===== src/rtl/puf_challenge_sequencer.sv =====
// Sequences one RO-PUF evaluation: serial challenge load, REPS measurement
// windows, and a majority vote of the sampled comparator bits.
module puf_challenge_sequencer #(
    parameter int CHAL_W     = 8,
    parameter int WIN_CYCLES = 1024,
    parameter int REPS       = 3,
    localparam int RW        = $clog2(REPS + 1)
) (
    input  logic              clk,
    input  logic              rst_n,
    input  logic              start,
    input  logic              abort,
    input  logic [CHAL_W-1:0] challenge,
    input  logic              ro_bit,
    output logic              busy,
    output logic              sr_in,
    output logic              sr_shift,
    output logic              cnt_clr,
    output logic              ro_en,
    output logic              done,
    output logic              resp,
    output logic [RW-1:0]     resp_ones
);

    localparam int BW = (CHAL_W > 1) ? $clog2(CHAL_W) : 1;
    localparam int WW = (WIN_CYCLES > 1) ? $clog2(WIN_CYCLES) : 1;

    typedef enum logic [2:0] {
        S_IDLE,
        S_LOAD,
        S_CLEAR,
        S_MEASURE,
        S_SAMPLE,
        S_DONE
    } state_t;

    state_t              r_state;
    logic [CHAL_W-1:0]   r_shreg;
    logic [BW-1:0]       r_bit_cnt;
    logic [WW-1:0]       r_win_cnt;
    logic [RW-1:0]       r_rep_cnt;
    logic [RW-1:0]       r_ones;
    logic                r_busy;
    logic                r_sr_in;
    logic                r_sr_shift;
    logic                r_cnt_clr;
    logic                r_ro_en;
    logic                r_done;
    logic                r_resp;
    logic [RW-1:0]       r_resp_ones;

    logic                w_abort;
    logic                w_last_bit;
    logic                w_last_win;
    logic                w_last_rep;
    logic [RW-1:0]       w_ones_nxt;
    logic                w_resp_nxt;

    // DONE is past the point of no return, so abort only bites earlier
    assign w_abort    = abort && (r_state != S_IDLE) && (r_state != S_DONE);
    assign w_last_bit = (r_bit_cnt == BW'(CHAL_W - 1));
    assign w_last_win = (r_win_cnt == WW'(WIN_CYCLES - 1));
    assign w_last_rep = (r_rep_cnt == RW'(REPS - 1));
    assign w_ones_nxt = r_ones + RW'(ro_bit);
    // 2*ones > REPS, ties fall to 0
    assign w_resp_nxt = ({w_ones_nxt, 1'b0} > (RW + 1)'(REPS));

    always_ff @(posedge clk) begin
        if (!rst_n) begin
            r_state     <= S_IDLE;
            r_shreg     <= '0;
            r_bit_cnt   <= '0;
            r_win_cnt   <= '0;
            r_rep_cnt   <= '0;
            r_ones      <= '0;
            r_busy      <= 1'b0;
            r_sr_in     <= 1'b0;
            r_sr_shift  <= 1'b0;
            r_cnt_clr   <= 1'b0;
            r_ro_en     <= 1'b0;
            r_done      <= 1'b0;
            r_resp      <= 1'b0;
            r_resp_ones <= '0;
        end else if (w_abort) begin
            r_state    <= S_IDLE;
            r_busy     <= 1'b0;
            r_sr_in    <= 1'b0;
            r_sr_shift <= 1'b0;
            r_cnt_clr  <= 1'b0;
            r_ro_en    <= 1'b0;
            r_done     <= 1'b0;
        end else begin
            unique case (r_state)
                S_IDLE: begin
                    if (start && !abort) begin
                        r_state    <= S_LOAD;
                        r_shreg    <= challenge << 1;
                        r_sr_in    <= challenge[CHAL_W-1];
                        r_sr_shift <= 1'b1;
                        r_busy     <= 1'b1;
                        r_bit_cnt  <= '0;
                        r_win_cnt  <= '0;
                        r_rep_cnt  <= '0;
                        r_ones     <= '0;
                    end
                end
                S_LOAD: begin
                    if (w_last_bit) begin
                        r_state    <= S_CLEAR;
                        r_sr_in    <= 1'b0;
                        r_sr_shift <= 1'b0;
                        r_cnt_clr  <= 1'b1;
                    end else begin
                        r_bit_cnt <= r_bit_cnt + BW'(1);
                        r_sr_in   <= r_shreg[CHAL_W-1];
                        r_shreg   <= r_shreg << 1;
                    end
                end
                S_CLEAR: begin
                    r_state   <= S_MEASURE;
                    r_cnt_clr <= 1'b0;
                    r_ro_en   <= 1'b1;
                    r_win_cnt <= '0;
                end
                S_MEASURE: begin
                    if (w_last_win) begin
                        r_state <= S_SAMPLE;
                        r_ro_en <= 1'b0;
                    end else begin
                        r_win_cnt <= r_win_cnt + WW'(1);
                    end
                end
                S_SAMPLE: begin
                    r_ones    <= w_ones_nxt;
                    r_rep_cnt <= r_rep_cnt + RW'(1);
                    if (w_last_rep) begin
                        r_state     <= S_DONE;
                        r_done      <= 1'b1;
                        r_resp      <= w_resp_nxt;
                        r_resp_ones <= w_ones_nxt;
                    end else begin
                        r_state   <= S_CLEAR;
                        r_cnt_clr <= 1'b1;
                    end
                end
                S_DONE: begin
                    r_state <= S_IDLE;
                    r_done  <= 1'b0;
                    r_busy  <= 1'b0;
                end
                default: begin
                    r_state    <= S_IDLE;
                    r_busy     <= 1'b0;
                    r_sr_in    <= 1'b0;
                    r_sr_shift <= 1'b0;
                    r_cnt_clr  <= 1'b0;
                    r_ro_en    <= 1'b0;
                    r_done     <= 1'b0;
                end
            endcase
        end
    end

    assign busy      = r_busy;
    assign sr_in     = r_sr_in;
    assign sr_shift  = r_sr_shift;
    assign cnt_clr   = r_cnt_clr;
    assign ro_en     = r_ro_en;
    assign done      = r_done;
    assign resp      = r_resp;
    assign resp_ones = r_resp_ones;

endmodule


===== config.mk =====
export PLATFORM = sky130hd
export DESIGN_NAME = puf_challenge_sequencer
export DESIGN_NICKNAME = d
export VERILOG_FILES = /design/src/rtl/puf_challenge_sequencer.sv
export SDC_FILE = /design/constraint.sdc
export NUM_CORES = 1
export LEC_CHECK = 0
export CAP_MARGIN = 20
export CORE_MARGIN = 2
export CORE_UTILIZATION = 55
export CTS_CLUSTER_SIZE = 20
export DETAILED_ROUTE_END_ITERATION = 7
export PLACE_DENSITY = 0.89
export SETUP_SLACK_MARGIN = 0.15
export SYNTH_ARGS = -nofsm -noshare
export SYNTH_HDL_FRONTEND = slang
export SYNTH_SLANG_ARGS = --single-unit
export TNS_END_PERCENT = 20

===== constraint.sdc =====
create_clock -name clk -period 1.9 [get_ports clk]
set_input_delay 0.285 -clock clk [delete_from_list [all_inputs] [get_ports clk]]
set_output_delay 0.285 -clock clk [all_outputs]
set_load 0.03 [all_outputs]

==> results.sh <==
export IMPL_slew_violations=0
export IMPL_synth_area_leader_cell="dfxtp_1"
export IMPL_avgSynthCellArea_sq_um=8.49
export IMPL_r2r_end="r_win_cnt[5]"
export IMPL_crit_chain="ha_1, and3_1, and4_4, or4_1, a21oi_1"
export IMPL_hold_viol=0
export IMPL_area_growth_synth_to_final_pct=19.4
export IMPL_syn_nets=238
export IMPL_power_w=0.00136
export IMPL_antenna_found_initial=0
export IMPL_path_max_fanout=6
export IMPL_grt_pass1_wl_um=7000
export IMPL_crit_buf_inv=0
export IMPL_gp_congestion=0.876
export IMPL_dp_hpwl_um=2830
export IMPL_fin_crit_ps=1690
export IMPL_seqPwrFrac=0.570
export IMPL_ys_types=49
export IMPL_cts_root_buf="clkbuf_4"
export IMPL_maxSlewHeadroom=0.720
export IMPL_outcome="finished clean"
export IMPL_placed_cell_area_sq_um=2160
export IMPL_synth_cells=220
export IMPL_path_class="reg -> reg"
export IMPL_grt_max_degree=20
export IMPL_synth_seq_cells=35
export IMPL_wirelength_um=4070
export IMPL_multi_input_area_sq_um=1050
export IMPL_irDropWorstVdd_mv=0.552
export IMPL_netlist_area_sq_um=1870
export IMPL_worst_slew_pin_slew_ps=416
export IMPL_setup_violations=0
export IMPL_hold_class="reg -> reg"
export IMPL_p_leak_nw=0.785
export IMPL_start_util=0.564
export IMPL_clock_power_share=0.285
export IMPL_drc=0
export IMPL_crit_family="simple AND/OR/NAND/NOR gates"
export IMPL_track_usage=0.221
export IMPL_ctsLongestPathBuffers=2
export IMPL_comb_power_share=0.144
export IMPL_final_area_sq_um=2230
export IMPL_p_per_area_nw_per_um2=608
export IMPL_dp_slack_ps=14.6
export IMPL_grt_overflow_total=0
export IMPL_r2r_slack_ps=210
export IMPL_clk_pin_slew_ps=110
export IMPL_hold_buffers=0
export IMPL_post_route_period_util=0.887
export IMPL_numCtsBuffers=5
export IMPL_yosysWarnings=0
export IMPL_htree_levels=2
export IMPL_drtIter0Drc=47
export IMPL_r2r_start="r_win_cnt[0]"
export IMPL_startpoint_type="flop"
export IMPL_drtPass1Iterations=4
export IMPL_power_net_switching_w=0.000358
export IMPL_cp_required_ps=2180
export IMPL_grt_pass1_vias=1592
export IMPL_layout_drive_gt1_share=0.153
export IMPL_arrival_ps=1970
export IMPL_clock_sinks=35
export IMPL_rr_worst_depth=5
export IMPL_setup_tns_ps=0
export IMPL_top_level_ports=22
export IMPL_postRouteAntennaNets=0
export IMPL_crit_path_end_kind="flop"
export IMPL_synth_ff_type="dfxtp_1"
export IMPL_hold_depth=2
export IMPL_insertedDiodeCount=0
export IMPL_placed_cells=284
export IMPL_ys_top_cells_by_area="dfxtp_1, a21oi_1, mux2i_1"
export IMPL_finalClockSkew_ps=11.2
export IMPL_synth_edf_count=0
export IMPL_finalNonFillerCells=294
export IMPL_hold_end="r_rep_cnt[1]"
export IMPL_insertion_delay_ps=340
export IMPL_route_vias_total=1722
export IMPL_setup_ws_ps=214
export IMPL_dieArea_sq_um=3880
export IMPL_grt_setup_unrepaired="true"
export IMPL_wl_per_cell_um=13.9
export IMPL_cap_violations=0
export IMPL_synthArstFlopShare=0
export IMPL_fin_nets=265
export IMPL_worstHoldStart="r_rep_cnt[1]"
export IMPL_num_fill_cells=280
export IMPL_max_stage_delay_ps=500
export IMPL_io_buffers=21
export IMPL_tritoncts="yes"
export IMPL_die_width_um=62.3
export IMPL_switching_share=0.264
export IMPL_slowest_stage="or4_1"
export IMPL_fp_row_count=21
export IMPL_die_h_um=62.3
export IMPL_core_area_sq_um=3310
export IMPL_synth_yosys_seq_area_share=0.375
export IMPL_seq_area_sq_um=704
export IMPL_intPower_w=0.000998
export IMPL_synth_top_area_share=0.375
export IMPL_layout_commonest_cell="dfxtp_1"
export IMPL_final_cell_mix="dfxtp_1, clkdlybuf4s50_1, nor2_1, a21oi_1, buf_4"
export IMPL_viasPerCell=5.86
export IMPL_fmax_mhz=593
-- per-stage QoR --
step           hold slack [ps]   util
6_report                   470  0.673
5_1_grt                    495  0.673
3_5_place_dp               455  0.652
3_3_place_gp               443  0.652
4_1_cts                    468  0.667
2_1_floorplan              436      -
-- cells in the mapped netlist, drive strengths merged, types with 2 or more instances --
cell and count:
nor3 7, o21a 2, or4 2, nor2 17, and4 3, o21ai 14
buf 14, nand2 14, a311oi 3, o211ai 2, nor2b 3, nand3b 3
nand2b 7, a21oi 17, a211oi 8, or3 3, clkbuf 5, inv 4
and2 2, o221a 5, ha 5, a21bo 2, nor4 2, dfxtp 35
nand4 2, nand3 11, nor3b 4, xor2 2, mux2i 7
-- worst max path at each step --
stage                       from           end  cells past startpoint
global placement           start  r_win_cnt[1]                      6
detailed placement         start  r_win_cnt[1]                      6
global route        r_win_cnt[0]  r_win_cnt[5]                      5
finish              r_win_cnt[0]  r_win_cnt[5]                      5
floorplan           r_win_cnt[0]  r_win_cnt[8]                      7
CTS                 r_win_cnt[0]  r_win_cnt[5]                      5
-- registers in the layout, summed over array words and instances (netlist names) --
| register | count |
|---|---|
| busy | 1 |
| cnt_clr | 1 |
| done | 1 |
| r_bit_cnt | 3 |
| r_ones | 2 |
| r_rep_cnt | 2 |
| r_shreg | 7 |
| r_state | 3 |
| r_win_cnt | 10 |
| resp | 1 |
| resp_ones | 1 |
| ro_en | 1 |
| sr_in | 1 |
| sr_shift | 1 |
-- layer usage --
layer,track usage,up-vias,routed length (um)
met5,0,-,0
met4,0.0917,0,81
met3,0.0562,10,235
met2,0.379,58,1960
met1,0.265,786,1800
li1,-,868,-
-- power groups by stage --
| stage | registers, W | clock network, W | logic (W) |
|---|---|---|---|
| global route | 0.000777 | 0.000424 | 0.000213 |
| finish | 0.000773 | 0.000387 | 0.000195 |
| global placement | 0.000788 | 0 | 0.000190 |
| floorplan | 0.000792 | 0 | 0.000110 |
| CTS | 0.000772 | 0.000391 | 0.000196 |
| detailed placement | 0.000788 | 0 | 0.000195 |
-- timing repair --
| item | CTS | global route |
|---|---|---|
| gates resized for setup | 0 | 3 |
| endpoints found under the hold margin | 0 | 0 |
| setup endpoints to repair | 0 | 8 |
| setup buffers | 0 | 1 |
-- area by class of cell --
class,count,share of cell area
multi-input cells,162,0.470
flip-flops and latches,35,0.316
repair buffers,38,0.157
well taps,46,0.0258
clock buffers,7,0.0202
inverters,5,0.00842
clock inverters,1,0.00224
-- logic make-up (layout without fill, tap and decap cells) --
group / after synthesis / after routing / synth area share
AOI/OAI and AO/OA: 62 / 62 / 0.225
xor gates and xnor gates: 2 / 2 / 0.00938
adders and majority gates: 5 / 5 / 0.0335
buffers and inverters: 24 / 51 / 0.0690
DFF: 35 / 35 / 0.375
muxes: 7 / 7 / 0.0375
and+or+nand+nor: 85 / 86 / 0.251
-- worst reg2reg max path: stages, from the launching register on --
cell     delay (ps)
dfxtp_2         350
ha_1            210
and3_1          220
and4_4          200
or4_1           500
a21oi_1         150
Note: power is estimated with default switching activity, not from simulation.
